$ cat src/rtl/apb_router_pkg.sv
// Shared types and constants for the APB peripheral router.
// Imported by the interface, the decoder and the top (apb_periph_router).
package apb_router_pkg;

    typedef enum logic [1:0] {
        ST_IDLE,
        ST_SETUP,
        ST_ACCESS,
        ST_RESP
    } state_e;

    localparam int TIMEOUT_CYCLES_DEFAULT = 256;

    // Read data returned on decode misses, timeouts and write transfers
    localparam int unsigned ERR_RDATA = 0;

    // Slave-index width that remains legal when there is only one slave
    function automatic int idx_width(input int n);
        return (n > 1) ? $clog2(n) : 1;
    endfunction

endpackage

$ cat src/rtl/apb_periph_router_if.sv
// Bundle of the upstream APB request/response and the downstream shared/per-slave signals.
// The router uses modport 'slave'; the upstream master and downstream slaves use 'master'.
interface apb_periph_router_if #(
    parameter int NB_SLAVE       = 12,
    parameter int APB_ADDR_WIDTH = 32,
    parameter int APB_DATA_WIDTH = 32
);
    logic [APB_ADDR_WIDTH-1:0]                     s_paddr_i;
    logic [APB_DATA_WIDTH-1:0]                     s_pwdata_i;
    logic                                          s_pwrite_i;
    logic                                          s_psel_i;
    logic                                          s_penable_i;
    logic [APB_DATA_WIDTH-1:0]                     s_prdata_o;
    logic                                          s_pready_o;
    logic                                          s_pslverr_o;

    logic [APB_ADDR_WIDTH-1:0]                     m_paddr_o;
    logic [APB_DATA_WIDTH-1:0]                     m_pwdata_o;
    logic                                          m_pwrite_o;
    logic                                          m_penable_o;
    logic [NB_SLAVE-1:0]                           m_psel_o;
    logic [NB_SLAVE-1:0][APB_DATA_WIDTH-1:0]       m_prdata_i;
    logic [NB_SLAVE-1:0]                           m_pready_i;
    logic [NB_SLAVE-1:0]                           m_pslverr_i;

    modport slave (
        input  s_paddr_i, s_pwdata_i, s_pwrite_i, s_psel_i, s_penable_i,
        output s_prdata_o, s_pready_o, s_pslverr_o,
        output m_paddr_o, m_pwdata_o, m_pwrite_o, m_penable_o, m_psel_o,
        input  m_prdata_i, m_pready_i, m_pslverr_i
    );

    modport master (
        output s_paddr_i, s_pwdata_i, s_pwrite_i, s_psel_i, s_penable_i,
        input  s_prdata_o, s_pready_o, s_pslverr_o,
        input  m_paddr_o, m_pwdata_o, m_pwrite_o, m_penable_o, m_psel_o,
        output m_prdata_i, m_pready_i, m_pslverr_i
    );

endinterface

$ cat src/rtl/apb_router_decoder.sv
// Combinational address decoder: finds the slave whose inclusive window holds addr.
// When windows overlap, the lowest slave index wins.
module apb_router_decoder
    import apb_router_pkg::*;
#(
    parameter int NB_SLAVE       = 12,
    parameter int APB_ADDR_WIDTH = 32,
    parameter int IDX_W          = idx_width(NB_SLAVE)
) (
    input  logic [APB_ADDR_WIDTH-1:0]               addr,
    input  logic [NB_SLAVE-1:0][APB_ADDR_WIDTH-1:0] start_addr,
    input  logic [NB_SLAVE-1:0][APB_ADDR_WIDTH-1:0] end_addr,
    output logic                                    hit,
    output logic [IDX_W-1:0]                        idx
);

    // Scanning downwards lets each lower-index hit override the higher ones
    always_comb begin
        hit = 1'b0;
        idx = '0;
        for (int i = NB_SLAVE - 1; i >= 0; i--) begin
            if (addr >= start_addr[i] && addr <= end_addr[i]) begin
                hit = 1'b1;
                idx = IDX_W'(i);
            end
        end
    end

endmodule

$ cat src/rtl/apb_periph_router.sv
// APB 1-to-NB_SLAVE router: decodes, replays the transfer downstream, returns one RESP cycle.
// Optional ACCESS-phase timeout is enabled by defining APB_ROUTER_TIMEOUT_EN.
module apb_periph_router
    import apb_router_pkg::*;
#(
    parameter int NB_SLAVE       = 12,
    parameter int APB_ADDR_WIDTH = 32,
    parameter int APB_DATA_WIDTH = 32,
    parameter int TIMEOUT_CYCLES = TIMEOUT_CYCLES_DEFAULT
) (
    input  logic                                    clk_i,
    input  logic                                    rst_i,
    apb_periph_router_if.slave                      bus,
    input  logic [NB_SLAVE-1:0][APB_ADDR_WIDTH-1:0] start_addr_i,
    input  logic [NB_SLAVE-1:0][APB_ADDR_WIDTH-1:0] end_addr_i
);

    localparam int IDX_W = idx_width(NB_SLAVE);

    if (NB_SLAVE < 1 || NB_SLAVE > 32) begin : g_bad_nb_slave
        $error("NB_SLAVE must be in 1..32");
    end
    if (TIMEOUT_CYCLES < 1) begin : g_bad_timeout
        $error("TIMEOUT_CYCLES must be at least 1");
    end

    state_e                    state_q, state_d;
    logic [APB_ADDR_WIDTH-1:0] addr_q;
    logic [APB_DATA_WIDTH-1:0] wdata_q;
    logic                      write_q;
    logic [IDX_W-1:0]          idx_q;
    logic [APB_DATA_WIDTH-1:0] rdata_q;
    logic                      err_q;

    logic                      hit;
    logic [IDX_W-1:0]          hit_idx;
    logic                      capture;
    logic                      sel_ready;
    logic                      timeout;

    apb_router_decoder #(
        .NB_SLAVE      (NB_SLAVE),
        .APB_ADDR_WIDTH(APB_ADDR_WIDTH),
        .IDX_W         (IDX_W)
    ) u_decoder (
        .addr      (bus.s_paddr_i),
        .start_addr(start_addr_i),
        .end_addr  (end_addr_i),
        .hit       (hit),
        .idx       (hit_idx)
    );

    assign capture   = bus.s_psel_i && !bus.s_penable_i;
    assign sel_ready = bus.m_pready_i[idx_q];

`ifdef APB_ROUTER_TIMEOUT_EN
    localparam int CNT_W = $clog2(TIMEOUT_CYCLES + 1);
    logic [CNT_W-1:0] cnt_q;

    // Counts unanswered ACCESS cycles; zero whenever a transfer enters ACCESS
    always_ff @(posedge clk_i) begin
        if (rst_i) begin
            cnt_q <= '0;
        end else if (state_q == ST_ACCESS && !sel_ready) begin
            cnt_q <= cnt_q + 1'b1;
        end else begin
            cnt_q <= '0;
        end
    end

    assign timeout = (state_q == ST_ACCESS) && !sel_ready
                     && (cnt_q == CNT_W'(TIMEOUT_CYCLES - 1));
`else
    assign timeout = 1'b0;
`endif

    always_ff @(posedge clk_i) begin
        // NOTE: non-blocking assignments so every register samples pre-edge values together.
        if (rst_i) begin
            state_q <= ST_IDLE;
            addr_q  <= '0;
            wdata_q <= '0;
            write_q <= 1'b0;
            idx_q   <= '0;
            rdata_q <= '0;
            err_q   <= 1'b0;
        end else begin
            state_q <= state_d;
            unique case (state_q)
                ST_IDLE: begin
                    if (capture) begin
                        addr_q  <= bus.s_paddr_i;
                        wdata_q <= bus.s_pwdata_i;
                        write_q <= bus.s_pwrite_i;
                        idx_q   <= hit_idx;
                        rdata_q <= APB_DATA_WIDTH'(ERR_RDATA);
                        err_q   <= !hit;
                    end
                end
                ST_ACCESS: begin
                    if (sel_ready) begin
                        rdata_q <= write_q ? APB_DATA_WIDTH'(ERR_RDATA) : bus.m_prdata_i[idx_q];
                        err_q   <= bus.m_pslverr_i[idx_q];
                    end else if (timeout) begin
                        rdata_q <= APB_DATA_WIDTH'(ERR_RDATA);
                        err_q   <= 1'b1;
                    end
                end
                default: ;
            endcase
        end
    end

    always_comb begin
        // NOTE: defaults first so every path assigns every output; otherwise latches are inferred.
        state_d         = state_q;
        bus.m_psel_o    = '0;
        bus.m_penable_o = 1'b0;
        bus.s_pready_o  = 1'b0;
        unique case (state_q)
            ST_IDLE: begin
                if (capture) state_d = hit ? ST_SETUP : ST_RESP;
            end
            ST_SETUP: begin
                bus.m_psel_o = NB_SLAVE'(1) << idx_q;
                state_d      = ST_ACCESS;
            end
            ST_ACCESS: begin
                bus.m_psel_o    = NB_SLAVE'(1) << idx_q;
                bus.m_penable_o = 1'b1;
                if (sel_ready || timeout) state_d = ST_RESP;
            end
            ST_RESP: begin
                bus.s_pready_o = 1'b1;
                state_d        = ST_IDLE;
            end
            default: state_d = ST_IDLE;
        endcase
    end

    assign bus.m_paddr_o   = addr_q;
    assign bus.m_pwdata_o  = wdata_q;
    assign bus.m_pwrite_o  = write_q;
    assign bus.s_prdata_o  = rdata_q;
    assign bus.s_pslverr_o = err_q;

endmodule
$ cat src/flat_wrapper.sv
// flat-port wrapper written by rule: the top's interface ports become plain ports
module apb_periph_router_flat import apb_router_pkg::*;
#(
    parameter int NB_SLAVE       = 12,
    parameter int APB_ADDR_WIDTH = 32,
    parameter int APB_DATA_WIDTH = 32,
    parameter int TIMEOUT_CYCLES = TIMEOUT_CYCLES_DEFAULT
)
  (clk_i, rst_i, start_addr_i, end_addr_i, bus_s_paddr_i, bus_s_pwdata_i, bus_s_pwrite_i, bus_s_psel_i, bus_s_penable_i, bus_s_prdata_o, bus_s_pready_o, bus_s_pslverr_o, bus_m_paddr_o, bus_m_pwdata_o, bus_m_pwrite_o, bus_m_penable_o, bus_m_psel_o, bus_m_prdata_i, bus_m_pready_i, bus_m_pslverr_i);
  apb_periph_router_if #(.NB_SLAVE(NB_SLAVE), .APB_ADDR_WIDTH(APB_ADDR_WIDTH), .APB_DATA_WIDTH(APB_DATA_WIDTH)) bus_i ();
  input  logic clk_i;
  input  logic rst_i;
  input  logic [NB_SLAVE-1:0][APB_ADDR_WIDTH-1:0] start_addr_i;
  input  logic [NB_SLAVE-1:0][APB_ADDR_WIDTH-1:0] end_addr_i;
  input wire logic [$bits(bus_i.s_paddr_i)-1:0] bus_s_paddr_i;
  input wire logic [$bits(bus_i.s_pwdata_i)-1:0] bus_s_pwdata_i;
  input wire logic [$bits(bus_i.s_pwrite_i)-1:0] bus_s_pwrite_i;
  input wire logic [$bits(bus_i.s_psel_i)-1:0] bus_s_psel_i;
  input wire logic [$bits(bus_i.s_penable_i)-1:0] bus_s_penable_i;
  output wire logic [$bits(bus_i.s_prdata_o)-1:0] bus_s_prdata_o;
  output wire logic [$bits(bus_i.s_pready_o)-1:0] bus_s_pready_o;
  output wire logic [$bits(bus_i.s_pslverr_o)-1:0] bus_s_pslverr_o;
  output wire logic [$bits(bus_i.m_paddr_o)-1:0] bus_m_paddr_o;
  output wire logic [$bits(bus_i.m_pwdata_o)-1:0] bus_m_pwdata_o;
  output wire logic [$bits(bus_i.m_pwrite_o)-1:0] bus_m_pwrite_o;
  output wire logic [$bits(bus_i.m_penable_o)-1:0] bus_m_penable_o;
  output wire logic [$bits(bus_i.m_psel_o)-1:0] bus_m_psel_o;
  input wire logic [$bits(bus_i.m_prdata_i)-1:0] bus_m_prdata_i;
  input wire logic [$bits(bus_i.m_pready_i)-1:0] bus_m_pready_i;
  input wire logic [$bits(bus_i.m_pslverr_i)-1:0] bus_m_pslverr_i;
  assign bus_i.s_paddr_i = bus_s_paddr_i;
  assign bus_i.s_pwdata_i = bus_s_pwdata_i;
  assign bus_i.s_pwrite_i = bus_s_pwrite_i;
  assign bus_i.s_psel_i = bus_s_psel_i;
  assign bus_i.s_penable_i = bus_s_penable_i;
  assign bus_s_prdata_o = bus_i.s_prdata_o;
  assign bus_s_pready_o = bus_i.s_pready_o;
  assign bus_s_pslverr_o = bus_i.s_pslverr_o;
  assign bus_m_paddr_o = bus_i.m_paddr_o;
  assign bus_m_pwdata_o = bus_i.m_pwdata_o;
  assign bus_m_pwrite_o = bus_i.m_pwrite_o;
  assign bus_m_penable_o = bus_i.m_penable_o;
  assign bus_m_psel_o = bus_i.m_psel_o;
  assign bus_i.m_prdata_i = bus_m_prdata_i;
  assign bus_i.m_pready_i = bus_m_pready_i;
  assign bus_i.m_pslverr_i = bus_m_pslverr_i;
  apb_periph_router #(.NB_SLAVE(NB_SLAVE), .APB_ADDR_WIDTH(APB_ADDR_WIDTH), .APB_DATA_WIDTH(APB_DATA_WIDTH), .TIMEOUT_CYCLES(TIMEOUT_CYCLES)) u_core (.clk_i(clk_i), .rst_i(rst_i), .bus(bus_i), .start_addr_i(start_addr_i), .end_addr_i(end_addr_i));
endmodule
$ cat config.mk
export PLATFORM = sky130hd
export DESIGN_NAME = apb_periph_router_flat
export DESIGN_NICKNAME = d
export VERILOG_FILES = /design/src/rtl/apb_router_pkg.sv /design/src/rtl/apb_periph_router_if.sv /design/src/rtl/apb_router_decoder.sv /design/src/rtl/apb_periph_router.sv /design/src/flat_wrapper.sv
export SDC_FILE = /design/constraint.sdc
export NUM_CORES = 1
export LEC_CHECK = 0
export BUFFER_PORTS_ARGS = -buffer_cell sky130_fd_sc_hd__buf_2
export CELL_PAD_IN_SITES_DETAIL_PLACEMENT = 2
export CELL_PAD_IN_SITES_GLOBAL_PLACEMENT = 2
export CORE_AREA = 8 8 527 529
export DETAILED_ROUTE_END_ITERATION = 10
export DIE_AREA = 0 0 535 537
export PLACE_DENSITY = 0.43
export SLEW_MARGIN = 20
export SYNTH_ARGS = -nofsm -noshare
export SYNTH_HDL_FRONTEND = slang
export SYNTH_SLANG_ARGS = --single-unit
$ cat constraint.sdc
create_clock -name clk_i -period 4.1 [get_ports clk_i]
set_clock_uncertainty 0.2 [all_clocks]
set_input_delay 0.82 -clock clk_i [delete_from_list [all_inputs] [get_ports clk_i]]
set_output_delay 0.82 -clock clk_i [all_outputs]
set_load 0.005 [all_outputs]
==> impl_metrics.csv, run 1 <==
group,metric,value,unit
floorplanning,fp.dieW,535,um
synth,netlist_instances,3399,
setup_path,r2r_start,"u_core.idx_q[0]",
hold_path,holdCritPathClass,"reg -> reg",
sta,worstMarginPinSlew,0.993,ns
cells_and_area,fin_cells,8703,
setup_path,path_max_fanout,6,
hold_path,whs_path_depth,2,
synth,synth_area_per_cell,7.66,sq um
route,drt-met1-wl,94800,um
setup_path,worstSetupPathType,"in -> reg",
clock_tree,holdBufCountCts,0,
cells_and_area,final_cell_mix,"buf_2 (1354), ha_1 (771), inv_1 (763)",
sta,finalSetupViolations,0,
job,max_cap_viol_count,0,
pwr,peakVddDrop,0.225,mV
synth,async_reset_ff_frac,0,
route,ant_nets,0,
pwr,power_frac_clock,0.139,
setup_path,cp-start-kind,"primary input",
sta,hold_violations,0,
route,top_layer,"met5",
floorplanning,die-area,287000,sq um
synth,ys_types,65,
floorplanning,row_count,191,
setup_path,reg2reg_setup_slack,0.57,ns
global_routing,gr-usage-all-layers,0.170,
synth,synthesis.nets,5415,
synth,ys_ff_latch,104,
synth,synth_flop_cell,"dfxtp_1",
placement,hpwlAfterDp,237000,um
sta,post-route-period-util,0.967,
route,drc_errors,0,
clock_tree,clkLatencyLatePin,0.42,ns
synth,synth_warnings,0,
floorplanning,dieHeight,537,um
route,vias,33000,
clock_tree,post_cts_buffers,0,
global_routing,grt_pass1_vias,37500,
route,drtIter0Drc,962,
clock_tree,cts_buffers,9,
sta,rsz0062_at_grt,"no",
clock_tree,clk_pin_slew,0.10,ns
floorplanning,start_util,0.0967,
sta,holdWs,0.258,ns
floorplanning,core-area,269000,sq um
hold_path,min_from,"u_core.bus.s_prdata_o[24]",
synth,syn_area,26000,sq um
global_routing,grt_pass1_wl,333000,um
route,wl_met2,141000,um
pwr,p_sw_frac,0.502,
sta,max_freq,252,MHz
placement,dp_cells,8643,
outcome,status,"finished, final reports clean",
pwr,power_density,183,nW/um^2
setup_path,endpoint_kind,"register",
floorplanning,ios,1357,
pwr,seqPwrFrac,0.160,
setup_path,r2r_end,"u_core.bus.s_prdata_o[22]",
route,routed_wl,257000,um
route,wl_per_cell,29.5,um
global_routing,grt_max_degree,74,
pwr,switching_power,3.80,mW
sta,fin_setup_tns,0,ns
cells_and_area,drive_gt1_frac,0.376,
sta,setup_ws,0.137,ns
clock_tree,cts_max_path_buffers,2,
global_routing,grt_overflow,0,
clock_tree,cts_tree,"yes",
global_routing,antenna_found_initial,173,
placement,port_buffers,1356,
clock_tree,clock-sinks,104,
route,drt-vias-per-instance,3.79,
cells_and_area,nNetsFinal,7100,
pwr,p_comb_frac,0.701,
cells_and_area,layout_commonest_cell,"buf_2",
synth,synth_edf_count,0,
placement,dp_slack,-0.946,ns
sta,min_period,3.96,ns
route,dr.pass1.iters,4,
clock_tree,htree_levels,3,
synth,yosysSeqAreaShare,0.0799,
route,routed-wl-met3,14800,um
clock_tree,clockRootBuffer,"clkbuf_16",
placement,finalWeightedCongestion,0.909,
pwr,leakage,22.2,nW
cells_and_area,syn_to_final_growth,58.8,%
setup_path,cp.required,4.21,ns
setup_path,cp.arrival,4.07,ns
sta,timing.slew.headroom,0.336,
setup_path,ff2ff_path_depth,10,
pwr,p_int,3.77,mW
sta,drv_slew,0,
hold_path,min_to,"u_core.bus.s_prdata_o[24]",
-- cells by family after synthesis --
logic type / after synthesis / share of synthesized area
buffers and inverters: 838 / 0.122
multiplexers: 137 / 0.102
flip-flops: 104 / 0.0799
AND/OR/NAND/NOR: 755 / 0.140
adder cells (fa/ha/maj): 771 / 0.370
AO/OA/AOI/OAI: 794 / 0.186
-- Yosys cell counts, drive strengths merged, types with 4 or more instances --
master   instances  share of area
a2111oi         15         0.0050
nor3            29         0.0056
nor2b           27         0.0065
buf             26         0.0045
a211o           19         0.0064
o2111ai          5         0.0017
o221ai           5         0.0017
ha             771           0.37
nand3           76          0.015
a211oi          39          0.011
a31oi           18         0.0043
mux4           102          0.088
dfxtp          104          0.080
o31ai            8         0.0025
nor4            20         0.0050
mux2i           35          0.013
o21bai           6         0.0017
nand2          295          0.043
and4             7         0.0024
o211ai          31         0.0089
inv            764           0.11
o22ai            5         0.0012
nand2b          18         0.0043
or2              6         0.0014
a21oi          333          0.064
nand4          136          0.033
or4              4         0.0012
and3            21         0.0050
a21o           105          0.030
o21a            15         0.0043
nor2           103          0.015
o21ai          153          0.029
a221oi           4         0.0013
clkbuf          48         0.0069
-- how the worst max path moves through the flow --
| stage | startpoint | end | cells after the start |
|---|---|---|---|
| 6_report | bus_s_paddr_i[29] | u_core.idx_q[0] | 14 |
| 4_1_cts | bus_s_paddr_i[5] | u_core.state_q[1] | 14 |
| 3_3_place_gp | bus_s_paddr_i[27] | u_core.idx_q[1] | 15 |
| 3_5_place_dp | bus_s_paddr_i[29] | u_core.idx_q[1] | 14 |
| 2_1_floorplan | bus_s_paddr_i[0] | u_core.idx_q[2] | 12 |
| 5_1_grt | bus_s_paddr_i[27] | u_core.state_q[1] | 16 |
-- routing by layer --
layer	vias to the layer above	GRT usage
met4	98	0.0327
met5	-	0
met2	1167	0.344
li1	15500	-
met1	15900	0.177
met3	316	0.0392
-- flip-flops by register name (all words and copies together), names as in the netlist --
| register | count |
|---|---|
| u_core.bus.m_pwdata_o | 32 |
| u_core.bus.m_paddr_o | 32 |
| u_core.bus.m_pwrite_o | 1 |
| u_core.bus.s_prdata_o | 32 |
| u_core.state_q | 2 |
| u_core.idx_q | 4 |
| u_core.bus.s_pslverr_o | 1 |
-- power groups by stage --
| stage | combinational, mW | clock, mW | sequential, mW |
|---|---|---|---|
| 4_1_cts | 5.54 | 1.17 | 1.22 |
| 3_3_place_gp | 5.41 | 0 | 1.24 |
| 5_1_grt | 5.87 | 1.18 | 1.23 |
| 2_1_floorplan | 2.31 | 0 | 1.20 |
| 3_5_place_dp | 5.51 | 0 | 1.24 |
| 6_report | 5.31 | 1.05 | 1.21 |
-- repair_timing --
action,4_1_cts,5_1_grt
resized for setup,9,10
pin swaps,1,0
setup endpoints to repair,5,6
-- area by class of cell --
class | instances | area, sq um
antenna | 44 | 110
clock buffer | 9 | 225
clock inverter | 7 | 86.3
fill | 31900 | 228000
inverter | 764 | 2870
multi-input combinational | 2457 | 21000
sequential | 104 | 2090
tap | 3570 | 4470
timing repair buffer | 1748 | 10500
-- per-stage QoR --
stage,power [mW],cell area [sq um],utilization
final,7.57,41300,0.154
after global routing,8.28,41300,0.153
after CTS,7.93,41200,0.153
after detailed placement,6.75,40800,0.152
after global placement,6.65,40800,0.152
after floorplan,3.51,26000,-
-- critical path, cell delays in order --
cell and delay [ns]:
buf_2 0.15, buf_12 0.15, buf_4 0.16, ha_1 0.31
nand4_1 0.28, nor4_1 0.64, buf_4 0.23, o21a_1 0.17
o31ai_1 0.09, buf_4 0.16, or2_2 0.28, a31oi_1 0.21
o31ai_2 0.12, a211o_1 0.28
(Power assumes the default switching activity.)
==> run 2, diff against run 1 <==
--- a/config.mk
+++ b/config.mk
@@ -12,6 +12,7 @@
 export DETAILED_ROUTE_END_ITERATION = 10
 export DIE_AREA = 0 0 535 537
 export PLACE_DENSITY = 0.43
+export REMOVE_ABC_BUFFERS = 1
 export SLEW_MARGIN = 20
 export SYNTH_ARGS = -nofsm -noshare
 export SYNTH_HDL_FRONTEND = slang
==> constraint.sdc (replaced) <==
create_clock -name clk_i -period 4.1 [get_ports clk_i]
set_clock_uncertainty 0.2 [all_clocks]
set_input_delay 0.82 -clock clk_i [delete_from_list [all_inputs] [get_ports clk_i]]
set_output_delay 0.82 -clock clk_i [all_outputs]
set_load 0.01 [all_outputs]
==> impl_metrics.csv, run 2 (synthesized netlist as in run 1, its figures left out) <==
group,metric,value,unit
outcome,status,"finished, final reports clean",
hold_path,min_from,"u_core.bus.m_pwdata_o[9]",
global_routing,gr-usage-all-layers,0.167,
setup_path,ff2ff_path_depth,9,
pwr,seqPwrFrac,0.161,
setup_path,worstSetupPathType,"in -> reg",
global_routing,grt_pass1_wl,327000,um
clock_tree,holdBufCountCts,0,
setup_path,path_buf_inv,3,
setup_path,critical-path-slowest-cell,"o311a_2",
setup_path,cp.depth,14,
sta,fin_setup_tns,0,ns
floorplanning,dieHeight,537,um
cells_and_area,nNetsFinal,7033,
setup_path,cp-start-kind,"primary input",
floorplanning,row_count,191,
placement,dp_slack,-1.12,ns
route,routed_wl,252000,um
clock_tree,cts_buffers,9,
cells_and_area,finalInstanceArea,40600,sq um
sta,setup_ws,0.152,ns
setup_path,cp_top_family,"compound AO/OA/AOI/OAI gates",
setup_path,cp-startpoint,"bus_s_paddr_i[3]",
route,dr.pass1.iters,4,
cells_and_area,fin_cells,8663,
placement,finalWeightedCongestion,0.871,
hold_path,holdCritPathClass,"reg -> reg",
setup_path,critPathCapture,"u_core.state_q[1]",
setup_path,r2r_start,"u_core.idx_q[0]",
clock_tree,cts_tree,"yes",
sta,finalSetupViolations,0,
sta,min_period,3.95,ns
global_routing,antenna_found_initial,187,
route,vias,32800,
sta,timing.slew.headroom,0.328,
floorplanning,start_util,0.0967,
cells_and_area,syn_to_final_growth,55.8,%
pwr,power_frac_clock,0.139,
setup_path,path_max_fanout,10,
setup_path,endpoint_kind,"register",
floorplanning,ios,1357,
sta,drv_slew,0,
pwr,p_int,3.69,mW
global_routing,grt_max_degree,73,
pwr,total_power,7.48,mW
route,wl_per_cell,29.1,um
cells_and_area,drive_gt1_frac,0.368,
clock_tree,clkLatencyLatePin,0.43,ns
floorplanning,core-area,269000,sq um
pwr,p_sw_frac,0.507,
pwr,leakage,21.7,nW
cells_and_area,layout_commonest_cell,"buf_2",
global_routing,grt_pass1_vias,37100,
placement,port_buffers,1356,
route,drt-vias-per-instance,3.78,
setup_path,critical_path.cell_chain,"buf_2 -> buf_4 -> ha_1 -> a211o_1 -> a31oi_1 -> nor4_1 -> o311a_2 -> o31ai_2 -> a22oi_2 -> buf_4 -> nor4_2 -> and4_1 -> a31oi_1 -> a211oi_2",
sta,worstMarginPinSlew,1.01,ns
placement,hpwlAfterDp,232000,um
floorplanning,fp.dieW,535,um
sta,hold_violations,0,
cells_and_area,final_cell_mix,"buf_2 (1343), ha_1 (771), inv_1 (763)",
pwr,peakVddDrop,0.174,mV
clock_tree,clk_pin_slew,0.10,ns
setup_path,r2r_end,"u_core.bus.s_prdata_o[5]",
floorplanning,die-area,287000,sq um
route,drtIter0Drc,1053,
clock_tree,clockRootBuffer,"clkbuf_16",
setup_path,crit_path_max_incr_delay,0.48,ns
pwr,power_density,184,nW/um^2
sta,max_freq,253,MHz
pwr,p_comb_frac,0.700,
placement,dp_cells,8574,
placement,place_area,39900,sq um
pwr,switching_power,3.79,mW
route,ant_nets,0,
setup_path,cp.required,4.25,ns
clock_tree,clock-sinks,104,
global_routing,grt_overflow,0,
job,max_cap_viol_count,0,
clock_tree,htree_levels,3,
setup_path,reg2reg_setup_slack,0.97,ns
sta,post-route-period-util,0.963,
clock_tree,cts_max_path_buffers,2,
setup_path,cp.arrival,4.10,ns
route,drc_errors,0,
-- run 2: changes by cell type in the layout (fill, tap and decap cells not counted), moves of 3 or more --
cell | before | now
buf_4 | 331 | 298
buf_12 | 62 | 34
diode_2 | 44 | 71
buf_2 | 1354 | 1343
nor2_1 | 101 | 98
nor4_1 | 14 | 17
-- run 2: timing repair --
action | in CTS | in global routing
setup buffers | 3 | 0
endpoints found under the setup margin | 6 | 6
pin swaps | 3 | 0
gates resized for setup | 14 | 20
-- run 2: layout make-up --
class / count / area [sq um]
antenna: 71 / 178
clock buffer: 9 / 225
clock inverter: 7 / 81.3
fill: 31900 / 229000
inverter: 764 / 2870
multi-input combinational: 2457 / 21000
sequential: 104 / 2090
tap: 3570 / 4470
timing repair buffer: 1681 / 9700
-- run 2: power groups by stage --
stage               Clock [mW]  Combinational (mW)  Sequential (mW)
finish                    1.04                5.23             1.20
global route              1.15                5.80             1.22
CTS                       1.15                5.46             1.21
detailed placement           0                5.42             1.23
global placement             0                5.31             1.23
floorplan                    0                2.20             1.34
-- run 2: how the worst min path moves through the flow --
stage	depth (start not counted)	end	slack, ns
after global placement	2	u_core.bus.m_pwdata_o[28]	0.24
after floorplan	2	u_core.state_q[0]	0.25
final	2	u_core.bus.m_pwdata_o[9]	0.26
after CTS	2	u_core.bus.s_prdata_o[18]	0.26
after detailed placement	2	u_core.bus.s_prdata_o[18]	0.25
after global routing	2	u_core.bus.m_pwdata_o[11]	0.28
-- run 2: layer usage --
layer | vias up | global-route usage | routed length, um | share of wire
li1 | 15300 | - | - | -
met5 | - | 0 | 847 | 0.0034
met4 | 134 | 0.0428 | 6850 | 0.027
met1 | 15900 | 0.175 | 93800 | 0.37
met3 | 316 | 0.0419 | 15400 | 0.061
met2 | 1114 | 0.328 | 136000 | 0.54
-- run 2: worst min-delay path: stages, from the launching register on --
cell and delay [ns]:
dfxtp_1 0.32, nand2_1 0.05, a21oi_1 0.05
-- run 2: stage by stage --
stage / hold WS (ns) / utilization
global placement: 0.238 / 0.148
finish: 0.260 / 0.151
global route: 0.279 / 0.150
detailed placement: 0.249 / 0.148
floorplan: 0.248 / -
CTS: 0.261 / 0.150
